File: src/rtl/mem_wr_arbiter.sv
// Round-robin write-port arbiter with burst locking for a single-write-port
// vector/weight memory; the write path to the memory is fully registered.
module mem_wr_arbiter #(
  parameter int NUM_REQ   = 4,
  parameter int DATAW     = 64,
  parameter int DEPTH     = 256,
  parameter int ADDRW     = $clog2(DEPTH),
  parameter int MAX_BURST = 16,
  parameter int IDW       = $clog2(NUM_REQ)
) (
  input  logic                     clk,
  input  logic                     rst_n,
  input  logic [NUM_REQ-1:0]       req_valid,
  input  logic [NUM_REQ-1:0]       req_last,
  input  logic [NUM_REQ*ADDRW-1:0] req_addr,
  input  logic [NUM_REQ*DATAW-1:0] req_data,
  output logic [NUM_REQ-1:0]       req_ready,
  output logic                     mem_wen,
  output logic [ADDRW-1:0]         mem_waddr,
  output logic [DATAW-1:0]         mem_wdata,
  output logic                     busy,
  output logic [IDW-1:0]           owner_id,
  output logic                     burst_trunc
);

  localparam int CNTW = $clog2(MAX_BURST + 1);

  localparam logic [0:0] S_IDLE  = 1'b0;
  localparam logic [0:0] S_BURST = 1'b1;

  localparam logic [IDW:0]    NUM_REQ_W   = (IDW + 1)'(NUM_REQ);
  localparam logic [IDW-1:0]  LAST_IDX    = IDW'(NUM_REQ - 1);
  localparam logic [CNTW-1:0] MAX_BURST_C = CNTW'(MAX_BURST);

  logic [0:0]      state;
  logic [IDW-1:0]  rr_ptr;
  logic [CNTW-1:0] beat_cnt;

  logic            win_found;
  logic [IDW-1:0]  win_idx;
  logic [IDW:0]    cand_sum;
  logic [IDW-1:0]  sel_idx;
  logic            grant_any;
  logic            accept;
  logic            sel_last;
  logic [ADDRW-1:0] sel_addr;
  logic [DATAW-1:0] sel_data;
  logic [CNTW-1:0] beat_inc;
  logic            burst_end;

  function automatic logic [IDW-1:0] next_idx(input logic [IDW-1:0] i);
    return (i == LAST_IDX) ? '0 : i + IDW'(1);
  endfunction

  // Round-robin search starting at rr_ptr, wrapping modulo NUM_REQ.
  always_comb begin
    // NOTE: every always_comb output gets a default first so no latch is inferred.
    win_found = 1'b0;
    win_idx   = '0;
    cand_sum  = '0;
    for (int k = 0; k < NUM_REQ; k++) begin
      cand_sum = {1'b0, rr_ptr} + (IDW + 1)'(k);
      if (cand_sum >= NUM_REQ_W) cand_sum = cand_sum - NUM_REQ_W;
      if (!win_found && req_valid[cand_sum[IDW-1:0]]) begin
        win_found = 1'b1;
        win_idx   = cand_sum[IDW-1:0];
      end
    end
  end

  // In BURST the owner holds the port whether or not it is presenting a beat.
  assign sel_idx   = (state == S_BURST) ? owner_id : win_idx;
  assign grant_any = (state == S_BURST) || win_found;

  always_comb begin
    req_ready = '0;
    sel_last  = 1'b0;
    sel_addr  = '0;
    sel_data  = '0;
    if (rst_n && grant_any) req_ready[sel_idx] = 1'b1;
    for (int i = 0; i < NUM_REQ; i++) begin
      if (sel_idx == IDW'(i)) begin
        sel_last = req_last[i];
        sel_addr = req_addr[i*ADDRW +: ADDRW];
        sel_data = req_data[i*DATAW +: DATAW];
      end
    end
  end

  assign accept    = |(req_valid & req_ready);
  assign beat_inc  = (state == S_IDLE) ? CNTW'(1) : beat_cnt + CNTW'(1);
  // Covers both an explicit last beat and the forced release at MAX_BURST,
  // including MAX_BURST == 1 where every first beat ends the grant.
  assign burst_end = sel_last || (beat_inc == MAX_BURST_C);

  always_ff @(posedge clk or negedge rst_n) begin
    if (!rst_n) begin
      state       <= S_IDLE;
      rr_ptr      <= '0;
      owner_id    <= '0;
      beat_cnt    <= '0;
      busy        <= 1'b0;
      burst_trunc <= 1'b0;
    end else begin
      // NOTE: sequential state uses non-blocking assignments only.
      burst_trunc <= accept && burst_end && !sel_last;
      if (accept) begin
        owner_id <= sel_idx;
        beat_cnt <= beat_inc;
        if (burst_end) begin
          state  <= S_IDLE;
          busy   <= 1'b0;
          rr_ptr <= next_idx(sel_idx);
        end else begin
          state  <= S_BURST;
          busy   <= 1'b1;
        end
      end
    end
  end

  // Write path: one-cycle latency, address/data hold when no beat is accepted.
  always_ff @(posedge clk or negedge rst_n) begin
    if (!rst_n) begin
      mem_wen   <= 1'b0;
      mem_waddr <= '0;
      mem_wdata <= '0;
    end else begin
      mem_wen <= accept;
      if (accept) begin
        mem_waddr <= sel_addr;
        mem_wdata <= sel_data;
      end
    end
  end

endmodule

File: config.mk
export PLATFORM = sky130hd
export DESIGN_NAME = mem_wr_arbiter
export DESIGN_NICKNAME = d
export VERILOG_FILES = /design/src/rtl/mem_wr_arbiter.sv
export SDC_FILE = /design/constraint.sdc
export NUM_CORES = 1
export LEC_CHECK = 0
export BUFFER_PORTS_ARGS = -buffer_cell sky130_fd_sc_hd__buf_2
export CORE_AREA = 2 2 149 151
export CTS_BUF_LIST = sky130_fd_sc_hd__clkbuf_2
export DETAILED_ROUTE_END_ITERATION = 8
export DIE_AREA = 0 0 151 153
export GPL_ROUTABILITY_DRIVEN = 0
export GPL_TIMING_DRIVEN = 0
export REMOVE_ABC_BUFFERS = 1
export SKIP_LAST_GASP = 1
export SYNTH_ARGS = -nofsm -noshare
export SYNTH_HDL_FRONTEND = slang
export SYNTH_SLANG_ARGS = --single-unit
File: constraint.sdc
create_clock -name clk -period 2.35 [get_ports clk]
set_clock_uncertainty 0.05 [all_clocks]
set_input_delay 0.1175 -clock clk [delete_from_list [all_inputs] [get_ports clk]]
set_output_delay 0.1175 -clock clk [all_outputs]
set_load 0.005 [all_outputs]
==> results of run 1 <==
==> metrics by stage <==
stage / hold slack (ns) / area [um^2]
2_1_floorplan: -0.228 / 5510
3_3_place_gp: 0.337 / 7750
3_5_place_dp: 0.108 / 8000
==> cells by family after synthesis <==
kind of cell	after synthesis	share of synthesized area, %
muxes	6	1.14
buffers and inverters	82	7.25
xor gates and xnor gates	1	0.148
and+or+nand+nor	314	28.1
adders and majority gates	5	1.06
DFF	84	35.6
AOI/OAI and AO/OA	247	26.8
==> flow_summary_export.csv, run 1 <==
group,metric,value,unit
synth,synthTopCellsByArea,"dfrtp_1 (36%), a311oi_1 (10%), nand2_1 (9.6%), nand3b_1 (8.9%), nor2b_1 (7.5%)",
die,die_x,151,um
synth,ys_seq_area_share,35.6,%
placed_design,place_ws,-1.52,ns
clock_network,h-tree-depth,3,
synth,syn_inst,739,
clock_network,cts-root-buf,"clkbuf_2",
die,die_h,153,um
synth,ys_ff_latch,84,
status,outcome,"aborted with a tool error",
synth,synthTopCellsByCount,"nand2_1 (151), dfrtp_1 (84), a21oi_1 (75)",
clock_network,cts_num_sinks,84,
die,ios,379,
synth,postSynth.asyncResetShare,100,%
synth,synth_area_leader_cell,"dfrtp_1",
die,initial_core_util,27.5,%
clock_network,numCtsBuffers,9,
placed_design,place.detailed.hpwl,15200,um
clock_network,cts_setup_buffers,71,
status,error,"[ERROR RSZ-0060] Max buffer count reached.",
synth,syn_area,5910,um^2
clock_network,cts_hold_buffers,288,
clock_network,cts_buffer_depth,2,
synth,yosysMostFrequentCell,"nand2_1",
placed_design,io_buffers,378,
synth,yosysUniqueCellTypes,44,
synth,synth_top_area_share,35.6,%
clock_network,cts.repair.resized,69,
synth,syn_area_per_cell,7.99,um^2
die,rows,54,
synth,synth_flop_cell,"dfrtp_1",
synth,synth-edff-count,0,
status,haltStage,"clock tree synthesis",
synth,yosys_warnings,0,
placed_design,placed_cells,1332,
==> run 2: changes to the inputs <==
--- a/config.mk
+++ b/config.mk
@@ -7,11 +7,11 @@
 export LEC_CHECK = 0
 export BUFFER_PORTS_ARGS = -buffer_cell sky130_fd_sc_hd__buf_2
 export CORE_AREA = 2 2 149 151
-export CTS_BUF_LIST = sky130_fd_sc_hd__clkbuf_2
 export DETAILED_ROUTE_END_ITERATION = 8
 export DIE_AREA = 0 0 151 153
 export GPL_ROUTABILITY_DRIVEN = 0
 export GPL_TIMING_DRIVEN = 0
+export PLACE_DENSITY_LB_ADDON = 0.15
 export REMOVE_ABC_BUFFERS = 1
 export SKIP_LAST_GASP = 1
 export SYNTH_ARGS = -nofsm -noshare
==> constraint.sdc (replaced) <==
create_clock -name clk -period 3.1 [get_ports clk]
set_clock_uncertainty 0.05 [all_clocks]
set_input_delay 0.155 -clock clk [delete_from_list [all_inputs] [get_ports clk]]
set_output_delay 0.155 -clock clk [all_outputs]
set_load 0.005 [all_outputs]
==> flow_summary_export.csv, run 2 <==
group,metric,value,unit
status,outcome,"completed",
finish,final_common_cell,"buf_2",
timing,layout_min_cycle_time,2.91,ns
die,dieArea,23100,um^2
synth,ys_ff_latch,84,
finish,drive_gt1_share,39.5,%
setup_path,crit_path_start_kind,"flop",
timing,rsz0062_at_grt,"no",
finish,final_cells,1362,
clock_network,insertion_delay,0.34,ns
clock_network,numCtsBuffers,9,
finish,final_cell_mix,"buf_2 (377), nand2_1 (151), dfrtp_1 (83)",
synth,yosys_warnings,0,
timing,hold_viol_final,0,
setup_path,critPathCaptureType,"flop",
power_and_ir_drop,pwr-share-seq,19.5,%
synth,syn_area,5910,um^2
finish,fillers,2340,
placed_design,io_buffers,378,
die,coreArea,21500,um^2
synth,synthTopCellsByCount,"nand2_1 (151), dfrtp_1 (84), a21oi_1 (75)",
clock_network,cts_buffer_depth,2,
clock_network,h-tree-depth,3,
finish,layout.nets,1378,
synth,syn_area_per_cell,7.99,um^2
job,drv_cap,0,
die,die_x,151,um
finish,largest-register,"mem_wdata",
timing,tightest_slew,0.637,ns
synth,syn_inst,739,
setup_path,cpMaxStageDelayCell,"o311ai_0",
synth,yosysMostFrequentCell,"nand2_1",
grt,use_met1,23.6,%
power_and_ir_drop,power_density,1120,nW/um^2
die,rows,54,
setup_path,crit_type,"reg -> reg",
power_and_ir_drop,switching_power,4.43,mW
setup_path,rr_endpoint,"mem_wdata[63]",
setup_path,required,3.33,ns
detailed_routing,ant_nets,0,
setup_path,arrival,3.15,ns
synth,synthTopCellsByArea,"dfrtp_1 (36%), a311oi_1 (10%), nand2_1 (9.6%), nand3b_1 (8.9%), nor2b_1 (7.5%)",
min_path,min-delay-start,"req_data[233]",
synth,ys_seq_area_share,35.6,%
setup_path,reg2reg_depth,9,
grt,grt_pass1_vias,6307,
die,initial_core_util,27.5,%
grt,grt_start_max_net_pins,89,
detailed_routing,post-route-drc-count,0,
power_and_ir_drop,leakage,3.96,nW
finish,largest_register_ffs,64,
die,ios,379,
grt,grt_pass1_wl,34700,um
setup_path,startpoint,"rr_ptr[1]",
detailed_routing,viasPerCell,4.93,
grt,use_met3,5.19,%
power_and_ir_drop,combinationalPowerShare,67.6,%
power_and_ir_drop,switching_share,46.3,%
detailed_routing,wirelength,24000,um
min_path,hold_path_class,"in -> reg",
timing,setup_viol,0,
timing,slew_headroom,57.5,%
detailed_routing,wl_per_cell,17.6,um
clock_network,cts-root-buf,"clkbuf_16",
detailed_routing,detail_route.iter0.violations,324,
grt,grt_overflow,0,
setup_path,worstPathMaxFanout,73,
clock_network,cts_tree,"done",
grt,grt-busiest-layer,"met2",
synth,postSynth.asyncResetShare,100,%
setup_path,cp-endpoint,"mem_wdata[63]",
synth,yosysUniqueCellTypes,44,
placed_design,place.detailed.hpwl,15700,um
power_and_ir_drop,pwr-share-clk,12.9,%
setup_path,cp_slowest_stage_delay,0.44,ns
timing,fin_crit_sh,94.0,%
grt,grt_use_met2,32.7,%
timing,fmax,343,MHz
power_and_ir_drop,p_int,5.14,mW
synth,synth_flop_cell,"dfrtp_1",
placed_design,placed_cells,1331,
synth,synth-edff-count,0,
setup_path,rrSetupSlack,0.19,ns
synth,synth_top_area_share,35.6,%
setup_path,r2r_start,"rr_ptr[1]",
setup_path,path_cells,"a21oi_1 > o21ai_0 > o2bb2a_1 > mux2_2 > ha_4 > inv_8 > nor2_1 > o311ai_0 > o21a_1",
detailed_routing,dr.pass1.iters,4,
finish,area_growth_syn_to_layout,44.5,%
power_and_ir_drop,power,9.57,mW
clock_network,clk_pin_slew,0.07,ns
clock_network,cts_num_sinks,84,
grt,antenna_found_initial,3,
grt,track_usage,19.2,%
power_and_ir_drop,peakVddDrop,0.617,mV
timing,slew_viol_final,0,
die,die_h,153,um
synth,synth_area_leader_cell,"dfrtp_1",
detailed_routing,via_count,6711,
finish,reg_top3,"mem_wdata x64, mem_waddr x8, beat_cnt x5",
## run 2: cell type report
cell class	instances	area, um^2	area share [%]
antenna	2	5.00	0.0586
clock buffer	12	236	2.77
clock inverter	4	97.6	1.14
inverter	8	37.5	0.440
multi-input combinational	573	3450	40.4
sequential	84	2100	24.6
tap	280	350	4.10
timing repair buffer	399	2260	26.4
## run 2: worst min path at each step
| stage | endpoint | slack (ns) | cells after the start |
|---|---|---|---|
| 2_1_floorplan | beat_cnt[0] | -0.19 | 0 |
| 3_3_place_gp | mem_wdata[45] | 0.38 | 3 |
| 4_1_cts | mem_wdata[41] | 0.02 | 3 |
| 3_5_place_dp | mem_wdata[63] | 0.17 | 1 |
| 5_1_grt | mem_wdata[55] | 0.03 | 3 |
| 6_report | mem_wdata[41] | 0.04 | 3 |
## run 2: through the flow
step	instance area (um^2)	TNS (ns)	utilization [%]	worst slack [ns]	hold WS [ns]
floorplan	5510	-455.63	-	-5.85	-0.191
global placement	7750	-775.51	36.1	-10.12	0.376
detailed placement	8000	-7.16	37.2	-0.348	0.174
CTS	8460	0	39.4	0.0292	0.0185
global route	8530	0	39.7	0.0359	0.0337
finish	8530	0	39.7	0.186	0.0393
## run 2: logic make-up after synthesis
family / Yosys count / share of synthesized area, %
multiplexers: 6 / 1.14
AND/OR/NAND/NOR: 314 / 28.1
flip-flops: 84 / 35.6
adder cells (fa/ha/maj): 5 / 1.06
AO/OA/AOI/OAI: 247 / 26.8
XOR/XNOR: 1 / 0.148
buffers and inverters: 82 / 7.25
## run 2: repair_timing
item,CTS,global route
hold endpoints to repair,41,0
setup buffers,7,5
hold buffers,1,0
pin swaps,1,2
setup endpoints to repair,80,74
gates resized for setup,3,2
## run 2: worst max-delay path: cells and delay by family (launching register included)
kind / cells / cell delay [ns]
multiplexers: 1 / 0.33
AO/OA/AOI/OAI: 5 / 1.10
flip-flops: 1 / 0.43
AND/OR/NAND/NOR: 1 / 0.10
buffers and inverters: 1 / 0.39
adder cells (fa/ha/maj): 1 / 0.32
## run 2: routing by layer
metal | wire length [um] | part of all wire, %
met4 | 409 | 1.7
met2 | 11600 | 48
met3 | 1970 | 8.2
met1 | 10000 | 42
met5 | 0 | 0
## run 2: power by group through the flow
stage                     Sequential (mW)  Combinational, mW  Clock (mW)
after floorplan                      1.91               3.86           0
after global placement               1.85               5.07           0
after detailed placement             1.88               6.01           0
after CTS                            1.87               6.36        1.28
after global routing                 1.94               7.16        1.32
final                                1.87               6.47        1.23
No activity file was read; power rests on OpenSTA's default activity.
==> run 3: changes to the inputs <==
--- a/config.mk
+++ b/config.mk
@@ -11,7 +11,7 @@
 export DIE_AREA = 0 0 151 153
 export GPL_ROUTABILITY_DRIVEN = 0
 export GPL_TIMING_DRIVEN = 0
-export PLACE_DENSITY_LB_ADDON = 0.15
+export PLACE_DENSITY = 0.65
 export REMOVE_ABC_BUFFERS = 1
 export SKIP_LAST_GASP = 1
 export SYNTH_ARGS = -nofsm -noshare
==> flow_summary_export.csv, run 3 (synthesis results as in run 2) <==
group,metric,value,unit
status,outcome,"completed",
timing,layout_min_cycle_time,3.03,ns
setup_path,crit_type,"reg -> reg",
clock_network,cts_buffer_depth,2,
setup_path,rr_endpoint,"state",
setup_path,reg2reg_depth,11,
setup_path,cpMaxStageDelayCell,"dfrtp_2",
setup_path,cp_num_buf_inv,3,
clock_network,numCtsBuffers,9,
timing,hold_viol_final,0,
clock_network,insertion_delay,0.34,ns
setup_path,cp_slowest_stage_delay,0.43,ns
finish,reg_top3,"mem_wdata x64, mem_waddr x8, beat_cnt x5",
timing,slew_viol_final,0,
clock_network,cts-root-buf,"clkbuf_16",
power_and_ir_drop,leakage,4.01,nW
finish,final_cell_mix,"buf_2 (377), nand2_1 (151), dfrtp_1 (82)",
die,coreArea,21500,um^2
grt,grt_pass1_wl,34800,um
setup_path,cp.depth,11,
setup_path,worstPathMaxFanout,39,
grt,grt_start_max_net_pins,82,
timing,fin_tns_setup,0,ns
clock_network,clk_pin_slew,0.07,ns
detailed_routing,viasPerCell,5.01,
finish,final_common_cell,"buf_2",
detailed_routing,dr.pass1.iters,4,
detailed_routing,wl_per_cell,17.8,um
finish,final_cells,1372,
detailed_routing,detail_route.iter0.violations,334,
min_path,worstHoldPathCells,3,
setup_path,rrSetupSlack,0.07,ns
setup_path,arrival,3.21,ns
min_path,hold_path_class,"in -> reg",
timing,setup_viol,0,
setup_path,path_cells,"a21oi_1 > o21ai_0 > o2bb2a_2 > mux2_2 > ha_4 > buf_12 > a22o_2 > o21ai_4 > buf_4 > inv_2 > mux2_4",
detailed_routing,wirelength,24400,um
setup_path,critPathCaptureType,"flop",
die,dieArea,23100,um^2
detailed_routing,ant_nets,0,
finish,finalInstanceArea,8640,um^2
finish,num_antenna_cells,0,
die,die_x,151,um
die,rows,54,
placed_design,io_buffers,378,
finish,area_growth_syn_to_layout,46.3,%
clock_network,cts_tree,"done",
grt,grt_overflow,0,
finish,drive_gt1_share,40.5,%
finish,fillers,2260,
timing,whs,0.0351,ns
die,initial_core_util,27.5,%
power_and_ir_drop,power_density,1130,nW/um^2
min_path,worstHoldEndpoint,"mem_wdata[31]",
grt,track_usage,19.4,%
setup_path,required,3.27,ns
timing,fin_crit_sh,97.9,%
finish,largest-register,"mem_wdata",
grt,antenna_found_initial,0,
timing,tightest_slew,0.605,ns
finish,largest_register_ffs,64,
setup_path,r2r_start,"rr_ptr[1]",
job,drv_cap,0,
timing,slew_headroom,59.7,%
clock_network,h-tree-depth,3,
detailed_routing,post-route-drc-count,0,
power_and_ir_drop,peakVddDrop,0.615,mV
setup_path,crit_family,"compound AO/OA/AOI/OAI gates",
timing,fmax,330,MHz
placed_design,placed_cells,1330,
placed_design,place.detailed.hpwl,14800,um
setup_path,crit_path_start_kind,"flop",
placed_design,placed_area,7970,um^2
min_path,min-delay-start,"req_data[223]",
die,ios,379,
die,die_h,153,um
finish,layout.nets,1390,
detailed_routing,via_count,6880,
grt,grt_pass1_vias,6514,
clock_network,cts_num_sinks,84,
[run 3: repair_timing]
action / 4_1_cts / 5_1_grt
endpoints found under the hold margin: 34 / 0
hold buffers: 1 / 0
endpoints found under the setup margin: 87 / 69
gates resized for setup: 4 / 10
buffers inserted: 13 / 8
gates cloned: 1 / 3
pin swaps: 4 / 2
[run 3: tightest hold or removal path, delay by kind of cell]
family | cells | cell delay, ns
buffers and inverters | 1 | 0.07
AOI/OAI and AO/OA | 2 | 0.16
[run 3: layout make-up]
class / count / area (um^2) / share of cell area (%)
Clock buffer: 13 / 250 / 2.90
Clock inverter: 3 / 22.5 / 0.261
Inverter: 8 / 35.0 / 0.405
Multi-Input combinational cell: 574 / 3470 / 40.1
Sequential cell: 84 / 2100 / 24.4
Tap cell: 280 / 350 / 4.05
Timing Repair Buffer: 410 / 2410 / 27.9
[run 3: layer usage]
metal | up-vias | share of wire, % | GRT usage (%)
met5 | - | 0 | 0
met4 | 0 | 2.6 | 6.45
met3 | 47 | 7.0 | 4.87
met2 | 296 | 48 | 33.3
met1 | 3177 | 42 | 23.6
li1 | 3360 | - | -
[run 3: worst max path at each step]
stage,start,end,slack [ns]
after detailed placement,rr_ptr[1],mem_wdata[18],-0.73
final,rr_ptr[1],state,0.07
after floorplan,rr_ptr[1],state,-5.85
after global routing,state,rr_ptr[0],-0.06
after global placement,rr_ptr[1],state,-9.77
after CTS,rr_ptr[1],mem_wdata[63],0.01
[run 3: per-stage QoR]
stage / power (mW) / utilization (%) / worst slack, ns
after floorplan: 5.77 / - / -5.85
after global placement: 6.90 / 36.1 / -9.77
after detailed placement: 7.75 / 37.1 / -0.727
after CTS: 9.45 / 39.4 / 0.0146
after global routing: 10.5 / 40.2 / -0.0644
final: 9.76 / 40.2 / 0.0658
[run 3: power by group]
part,leakage [nW],switching (mW),internal (mW)
Clock,0.122,0.459,0.567
Sequential,1.05,0.286,1.59
Combinational,2.83,3.91,2.95
==> run 4: changes to the inputs <==
==> constraint.sdc (replaced) <==
create_clock -name clk -period 2.9 [get_ports clk]
set_clock_uncertainty 0.05 [all_clocks]
set_input_delay 0.145 -clock clk [delete_from_list [all_inputs] [get_ports clk]]
set_output_delay 0.145 -clock clk [all_outputs]
set_load 0.005 [all_outputs]
==> flow_summary_export.csv, run 4 (synthesis results as in run 2) <==
group,metric,value,unit
finish,num_antenna_cells,0,
min_path,hold_path_class,"in -> reg",
detailed_routing,post-route-drc-count,0,
job,drv_cap,0,
min_path,min-delay-start,"req_data[223]",
detailed_routing,detail_route.iter0.violations,383,
grt,grt_start_max_net_pins,82,
timing,hold_viol_final,0,
setup_path,crit_type,"reg -> reg",
finish,reg_top3,"mem_wdata x64, mem_waddr x8, beat_cnt x5",
grt,track_usage,20.2,%
detailed_routing,wl_per_cell,18.1,um
finish,largest-register,"mem_wdata",
timing,tightest_slew,0.513,ns
timing,slew_headroom,65.8,%
clock_network,cts_num_sinks,84,
status,outcome,"completed",
clock_network,numCtsBuffers,9,
grt,grt_use_met2,34.7,%
grt,grt_pass1_wl,36000,um
detailed_routing,wirelength,25000,um
clock_network,h-tree-depth,3,
finish,final_cell_mix,"buf_2 (377), nand2_1 (151), dfrtp_1 (82)",
die,die_h,153,um
finish,drive_gt1_share,41.1,%
die,dieArea,23100,um^2
finish,fillers,2258,
timing,setup_viol,0,
setup_path,crit_path_start_kind,"flop",
placed_design,placed_cells,1330,
detailed_routing,via_count,6990,
grt,grt_overflow,0,
finish,final_common_cell,"buf_2",
power_and_ir_drop,leakage,4.10,nW
finish,largest_register_ffs,64,
finish,area_growth_syn_to_layout,49.2,%
clock_network,insertion_delay,0.33,ns
grt,grt_pass1_vias,6660,
setup_path,worstPathMaxFanout,39,
setup_path,r2r_start,"rr_ptr[1]",
die,coreArea,21500,um^2
setup_path,startpoint,"rr_ptr[1]",
power_and_ir_drop,power_density,1220,nW/um^2
grt,use_met3,4.90,%
clock_network,cts-root-buf,"clkbuf_16",
placed_design,place.detailed.hpwl,14800,um
timing,fin_crit_sh,97.3,%
placed_design,place_ws,-0.927,ns
die,die_x,151,um
die,rows,54,
clock_network,cts_tree,"done",
timing,slew_viol_final,0,
die,initial_core_util,27.5,%
setup_path,critPathCaptureType,"flop",
placed_design,io_buffers,378,
finish,final_cells,1382,
grt,grt-busiest-layer,"met2",
die,ios,379,
timing,layout_min_cycle_time,2.82,ns
timing,finalWorstSetupSlack,0.0769,ns
detailed_routing,ant_nets,0,
grt,use_met1,24.7,%
detailed_routing,dr.pass1.iters,6,
timing,fmax,354,MHz
grt,antenna_found_initial,0,
detailed_routing,viasPerCell,5.06,
clock_network,clk_pin_slew,0.07,ns
finish,layout.nets,1400,
setup_path,required,3.08,ns
setup_path,arrival,3.00,ns
clock_network,cts_buffer_depth,2,
power_and_ir_drop,peakVddDrop,0.644,mV
[run 4: changes by cell type in the layout (fill, tap and decap cells not counted), moves of 2 or more]
cell       previous run  this run
buf_4                12        18
a22o_4                0         2
a22o_2                2         0
bufbuf_16             0         2
[run 4: layout make-up]
cell class / instances / area, um^2 / area share [%]
clock buffers: 13 / 250 / 2.84
clock inverters: 3 / 22.5 / 0.256
inverters: 8 / 37.5 / 0.426
multi-input cells: 574 / 3500 / 39.7
flip-flops and latches: 84 / 2100 / 23.9
well taps: 280 / 350 / 3.98
repair buffers: 420 / 2550 / 28.9
[run 4: worst paths after layout]
| check | endpoint | slack (ns) | cells after the start |
|---|---|---|---|
| setup reg to reg | beat_cnt[4] | 0.08 | 13 |
| min in group asynchronous | mem_wdata[33] | 0.27 | 2 |
| setup / recovery | beat_cnt[4] | 0.08 | 13 |
| hold reg to reg | mem_wdata[0] | 0.42 | 2 |
| hold / removal | mem_wdata[31] | 0.02 | 3 |
| max in group asynchronous | mem_wdata[42] | 1.84 | 3 |
[run 4: timing repair]
action | in CTS | in global routing
endpoints found under the setup margin | 88 | 79
endpoints found under the hold margin | 34 | 0
gates resized for setup | 13 | 11
hold buffers | 1 | 0
gates cloned | 3 | 3
setup buffers | 18 | 11
pin swaps | 4 | 4
[run 4: where the power goes]
group	internal (mW)	switching, mW
clock network	0.606	0.490
logic	3.38	4.30
registers	1.70	0.278
[run 4: per-layer routing]
layer	vias up	wire, um
met2	321	12000
met3	42	1890
met5	-	0
met1	3248	10500
li1	3379	-
met4	0	621
[run 4: critical path: stages, from the launching register on]
cell and delay (ns):
dfrtp_2 0.44, a21oi_1 0.10, o21ai_1 0.15, o2bb2a_4 0.19, mux2_4 0.31, ha_4 0.18, buf_12 0.17, a22o_4 0.30
o21ai_4 0.14, buf_4 0.16, buf_8 0.15, buf_4 0.12, o21ai_1 0.06, a22o_1 0.17
[run 4: metrics by stage]
step           TNS [ns]  power, mW  hold slack [ns]  util [%]  area, um^2
3_5_place_dp     -65.83       8.29            0.104      37.1        7970
3_3_place_gp    -760.05       7.22            0.367      36.1        7750
2_1_floorplan   -472.99       6.07           -0.201         -        5510
4_1_cts               0       10.4          0.00695      40.0        8590
5_1_grt          -0.121       11.6           0.0204      41.0        8810
6_report              0       10.8           0.0246      41.0        8810
